$ cat src/rtl/tcp_rx_payload_mover.sv
// Moves a TCP payload from temp-buffer slab lines into a flow receive buffer,
// then releases the slab and reports completion.
module tcp_rx_payload_mover #(
  parameter int unsigned DATA_W     = 512,
  parameter int unsigned TMP_ADDR_W = 8,
  parameter int unsigned DST_ADDR_W = 16,
  parameter int unsigned LEN_W      = 16,
  parameter int unsigned FLOWID_W   = 6
) (
  input  logic                    clk,
  input  logic                    rst,

  input  logic                    req_val,
  output logic                    req_rdy,
  input  logic [TMP_ADDR_W-1:0]   req_slab_addr,
  input  logic [LEN_W-1:0]        req_len,
  input  logic [DST_ADDR_W-1:0]   req_dst_addr,
  input  logic [FLOWID_W-1:0]     req_flowid,

  output logic                    rd_req_val,
  input  logic                    rd_req_rdy,
  output logic [TMP_ADDR_W-1:0]   rd_req_addr,

  input  logic                    rd_resp_val,
  output logic                    rd_resp_rdy,
  input  logic [DATA_W-1:0]       rd_resp_data,

  output logic                    wr_req_val,
  input  logic                    wr_req_rdy,
  output logic [DST_ADDR_W-1:0]   wr_req_addr,
  output logic [DATA_W-1:0]       wr_req_data,
  output logic [DATA_W/8-1:0]     wr_req_mask,

  output logic                    free_val,
  input  logic                    free_rdy,
  output logic [TMP_ADDR_W-1:0]   free_addr,

  output logic                    done_val,
  input  logic                    done_rdy,
  output logic [FLOWID_W-1:0]     done_flowid,
  output logic [LEN_W-1:0]        done_len
);

  localparam int unsigned BYTES = DATA_W / 8;
  localparam int unsigned OFF_W = $clog2(BYTES);

  typedef enum logic [1:0] {StIdle, StCopy, StFree, StDone} state_e;

  state_e                  state_q, state_d;
  logic                    active_q;
  logic [TMP_ADDR_W-1:0]   slab_q, slab_d;
  logic [DST_ADDR_W-1:0]   dst_q, dst_d;
  logic [LEN_W-1:0]        len_q, len_d;
  logic [FLOWID_W-1:0]     flowid_q, flowid_d;
  logic [LEN_W-1:0]        lines_q, lines_d;
  logic [LEN_W-1:0]        rd_cnt_q, rd_cnt_d;
  logic [LEN_W-1:0]        wr_cnt_q, wr_cnt_d;

  logic [LEN_W-1:0]        req_lines;
  logic [OFF_W-1:0]        rem;
  logic [BYTES-1:0]        all_ones;
  logic [BYTES-1:0]        last_mask;
  logic                    wr_last;

  // Line count rounds up on any partial trailing line.
  assign req_lines = (req_len >> OFF_W) + LEN_W'(|req_len[OFF_W-1:0]);
  assign rem       = len_q[OFF_W-1:0];
  assign all_ones  = '1;
  // Byte 0 sits at the mask MSB, so a partial line keeps the top rem bits.
  assign last_mask = (rem == '0) ? all_ones : ~(all_ones >> rem);
  assign wr_last   = (wr_cnt_q == lines_q - LEN_W'(1));

  assign done_flowid = flowid_q;
  assign done_len    = len_q;

  always_ff @(posedge clk or negedge rst) begin
    if (!rst) begin
      state_q  <= StIdle;
      active_q <= 1'b0;
      slab_q   <= '0;
      dst_q    <= '0;
      len_q    <= '0;
      flowid_q <= '0;
      lines_q  <= '0;
      rd_cnt_q <= '0;
      wr_cnt_q <= '0;
    end else begin
      state_q  <= state_d;
      active_q <= 1'b1;
      slab_q   <= slab_d;
      dst_q    <= dst_d;
      len_q    <= len_d;
      flowid_q <= flowid_d;
      lines_q  <= lines_d;
      rd_cnt_q <= rd_cnt_d;
      wr_cnt_q <= wr_cnt_d;
    end
  end

  always_comb begin
    state_d     = state_q;
    slab_d      = slab_q;
    dst_d       = dst_q;
    len_d       = len_q;
    flowid_d    = flowid_q;
    lines_d     = lines_q;
    rd_cnt_d    = rd_cnt_q;
    wr_cnt_d    = wr_cnt_q;
    req_rdy     = 1'b0;
    rd_req_val  = 1'b0;
    rd_req_addr = '0;
    rd_resp_rdy = 1'b0;
    wr_req_val  = 1'b0;
    wr_req_addr = '0;
    wr_req_data = '0;
    wr_req_mask = '0;
    free_val    = 1'b0;
    free_addr   = '0;
    done_val    = 1'b0;

    unique case (state_q)
      StIdle: begin
        req_rdy = active_q;
        if (req_val && active_q) begin
          slab_d   = req_slab_addr;
          dst_d    = req_dst_addr;
          len_d    = req_len;
          flowid_d = req_flowid;
          lines_d  = req_lines;
          rd_cnt_d = '0;
          wr_cnt_d = '0;
          state_d  = (req_lines != '0) ? StCopy : StFree;
        end
      end
      StCopy: begin
        rd_req_val  = (rd_cnt_q < lines_q);
        rd_req_addr = slab_q + TMP_ADDR_W'(rd_cnt_q);
        if (rd_req_val && rd_req_rdy) begin
          rd_cnt_d = rd_cnt_q + LEN_W'(1);
        end
        // Read responses stream straight through to the write port.
        wr_req_val  = rd_resp_val;
        rd_resp_rdy = wr_req_rdy;
        wr_req_data = rd_resp_data;
        wr_req_addr = dst_q + DST_ADDR_W'(wr_cnt_q);
        wr_req_mask = wr_last ? last_mask : all_ones;
        if (wr_req_val && wr_req_rdy) begin
          wr_cnt_d = wr_cnt_q + LEN_W'(1);
          if (wr_last) begin
            state_d = StFree;
          end
        end
      end
      StFree: begin
        free_val  = 1'b1;
        free_addr = slab_q;
        if (free_rdy) begin
          state_d = StDone;
        end
      end
      StDone: begin
        done_val = 1'b1;
        if (done_rdy) begin
          state_d = StIdle;
        end
      end
      default: begin
        state_d = StIdle;
      end
    endcase
  end

endmodule

$ cat config.mk
export PLATFORM = sky130hd
export DESIGN_NAME = tcp_rx_payload_mover
export DESIGN_NICKNAME = d
export VERILOG_FILES = /design/src/rtl/tcp_rx_payload_mover.sv
export SDC_FILE = /design/constraint.sdc
export NUM_CORES = 1
export LEC_CHECK = 0
export ABC_AREA = 1
export CAP_MARGIN = 25
export CORE_AREA = 5 5 466 468
export CTS_CLUSTER_DIAMETER = 60
export CTS_CLUSTER_SIZE = 20
export DETAILED_ROUTE_END_ITERATION = 7
export DIE_AREA = 0 0 471 473
export MAX_ROUTING_LAYER = met4
export PLACE_DENSITY = 0.32
export SLEW_MARGIN = 20
export SYNTH_ARGS = -nofsm -noshare
export SYNTH_HDL_FRONTEND = slang
export SYNTH_SLANG_ARGS = --single-unit
$ cat constraint.sdc
create_clock -name clk -period 5.62 [get_ports clk]
set_input_delay 0.843 -clock clk [delete_from_list [all_inputs] [get_ports clk]]
set_output_delay 0.843 -clock clk [all_outputs]
set_load 0.02 [all_outputs]
==> results.sh <==
export IMPL_outcome="finished, final reports clean"
export IMPL_post_cts_resized=0
export IMPL_clock_root_buffer="clkbuf_16"
export IMPL_dr_total_vias=18100
export IMPL_syn_cell_area_sq_um=11500
export IMPL_cp_end_kind="output pin"
export IMPL_worstReg2RegEnd="wr_cnt_q[12]"
export IMPL_synth_warnings=0
export IMPL_avgRoutedWirePerCell_microns=27.2
export IMPL_yosysUniqueCellTypes=38
export IMPL_synth_top_cell_area_share_pct=26.9
export IMPL_dp_cells=6178
export IMPL_drtAntennaViolNets=0
export IMPL_async_flop_share_pct=100
export IMPL_ys_seq_area_share_pct=20.1
export IMPL_syn_nets=2833
export IMPL_hold_viol=0
export IMPL_yosys_area_top_type="nand2_1"
export IMPL_h_tree_depth=3
export IMPL_period_share_pct=84.4
export IMPL_startpoint_type="flop"
export IMPL_hpwl_microns=159000
export IMPL_final_min_clock_period_ns=4.74
export IMPL_clkTransAtPathRegs_ns=0.10
export IMPL_nNetsFinal=3961
export IMPL_cts_hold_buf=0
export IMPL_routed_wl_microns=172000
export IMPL_hold_path_class="primary input to asynchronous set/reset pin"
export IMPL_fin_skew_ns=0.0220
export IMPL_r2r_start="state_q[1]"
export IMPL_netlist_top_cells_count="nand2_1, inv_1, o21ai_0, clkbuf_1, dfrtp_1"
export IMPL_first_global_vias=18400
export IMPL_cts_tree="yes"
export IMPL_overflow=0
export IMPL_num_rows=170
export IMPL_viasPerCell=2.87
export IMPL_post_cts_setup_buffers=0
export IMPL_syn_area_per_cell_sq_um=5.16
export IMPL_drc=0
export IMPL_synth_seq_cells=92
export IMPL_worst_path_max_fanout=63
export IMPL_clkSinkCount=92
export IMPL_fmax_mhz=211
export IMPL_fp_dieW_microns=471
export IMPL_rsz0062_at_grt="no"
export IMPL_dieArea_sq_um=223000
export IMPL_synth_enable_flop_cells=0
export IMPL_max_cap_viol_count=0
export IMPL_crit_type="flop to output pin"
export IMPL_grt_pass1_wl_microns=212000
export IMPL_pin_count=1202
export IMPL_syn_inst=2223
export IMPL_grt_max_degree=130
export IMPL_required_ns=4.78
export IMPL_place_congestion=0.917
export IMPL_rrSetupSlack_ns=1.89
export IMPL_cts_buffers_inserted=9
export IMPL_timing_final_max_slew_violations=0
export IMPL_core_area_sq_um=213000
export IMPL_die_h_microns=473
export IMPL_setup_viol=0
export IMPL_synthTopCellsByArea="nand2_1, inv_1, dfrtp_1"
export IMPL_whs_ns=0.444
export IMPL_grt_antenna_before_repair=176
export IMPL_worst_slew_pin_slew_ns=0.994
export IMPL_layout_area_overhead_vs_synth_pct=139
export IMPL_pwr_density_cell_nw_per_um2=449
export IMPL_cts_path_max_buffers=2
export IMPL_vdd_ir_drop_max_v=0.000217
export IMPL_clk_latency_ns=0.42
export IMPL_drive_gt1_share_pct=1.76
export IMPL_dr_pass1_iters=5
export IMPL_port_buffers=1201
export IMPL_synth_most_common_cell="nand2_1"
export IMPL_max_slew_margin_pct=33.7
export IMPL_drtIter0Drc=908
export IMPL_track_usage_pct=15.1
export IMPL_p_leak_nw=14.0
export IMPL_start_util_pct=5.38
export IMPL_worstPathArrival_ns=3.90
export IMPL_synth_ff_type="dfrtp_1"
export IMPL_stdcell_count=6308
export IMPL_tns_ns=0
export IMPL_r2r_cells=14
through the flow:
stage | worst slack (ns) | total power [mW] | util (%) | instance area [sq um]
after floorplan | 2.75 | 5.70 | - | 11500
after global routing | 0.562 | 13.3 | 12.8 | 27400
final | 0.877 | 12.3 | 12.9 | 27400
after CTS | 0.775 | 12.9 | 12.7 | 27100
after global placement | 1.36 | 12.1 | 12.6 | 26800
after detailed placement | 1.26 | 12.1 | 12.6 | 26800
cell usage in the layout (no fill, tap or decap), types with 2 or more instances in the layout:
master,n
clkdlybuf4s50_1,1200
nand2_1,821
inv_1,690
diode_2,114
o21ai_0,96
dfrtp_1,92
nor2_1,84
nand3_1,68
o21ai_1,63
a21oi_1,47
ha_1,41
xor2_1,19
buf_4,19
nand4_1,17
nor3_1,15
xnor2_1,11
clkbuf_16,9
nor4_1,7
inv_2,4
nor2_4,4
nor2_2,4
a211oi_1,4
nor3b_1,4
clkinv_8,4
buf_12,4
clkinv_1,3
nand3b_1,3
or2_2,3
a21o_1,2
nand2_2,2
o22ai_1,2
fa_1,2
clkinv_4,2
cells by family (layout without fill, tap and decap cells):
family / Yosys count / after routing / share of synthesized area (%)
xor gates and xnor gates: 30 / 30 / 2.29
DFF: 92 / 92 / 20.1
adders and majority gates: 44 / 44 / 4.93
AOI/OAI and AO/OA: 219 / 219 / 9.84
and+or+nand+nor: 1034 / 1034 / 36.1
buffers and inverters: 803 / 1936 / 26.7
other: 1 / 115 / 0.0327
report_power, final:
part / switching, mW / leakage, nW / total, mW / internal (mW)
clock: 0.391 / 0.152 / 0.711 / 0.319
sequential: 0.262 / 1.19 / 1.14 / 0.875
combinational: 6.72 / 12.7 / 10.5 / 3.73
worst max path at each step:
stage	start	slack, ns	to	cells past startpoint
global route	lines_q[0]	0.56	wr_req_mask[2]	14
floorplan	wr_cnt_q[0]	2.75	wr_req_addr[12]	15
CTS	lines_q[0]	0.78	wr_req_mask[2]	12
detailed placement	lines_q[0]	1.26	wr_req_mask[2]	12
global placement	lines_q[0]	1.36	wr_req_mask[2]	12
finish	lines_q[0]	0.88	wr_req_mask[2]	12
layer usage:
layer  track usage [%]  share of wire (%)
met1              14.6                 35
met2              27.4                 52
met3              7.73                 12
met4              2.36                1.7
met5                 -                  0
registers in the layout, indices dropped and copies added (netlist names):
signal / count
wr_cnt_q: 16
state_q: 2
done_len: 16
done_flowid: 6
rd_cnt_q: 16
dst_q: 16
active_q: 1
lines_q: 11
slab_q: 8
layout make-up:
class | instances | area [sq um]
Inverter | 697 | 2620
Tap cell | 2838 | 3550
Antenna cell | 114 | 285
Timing Repair Buffer | 1223 | 12200
Clock buffer | 9 | 225
Clock inverter | 7 | 91.3
Multi-Input combinational cell | 1328 | 6120
Sequential cell | 92 | 2300
Fill cell | 25000 | 186000
critical path, stage by stage, from the launching register on:
cell and delay, ns:
dfrtp_1 0.38, inv_1 0.19, ha_1 0.26, nand2_2 0.13, nor2_4 0.15, nand2_1 0.07, nand2_1 0.06, nand4_1 0.08
nor2_1 0.25, nand3_4 0.69, o21ai_0 0.54, inv_1 0.07, clkdlybuf4s50_1 0.54
Power figures use the tool's default switching activity.
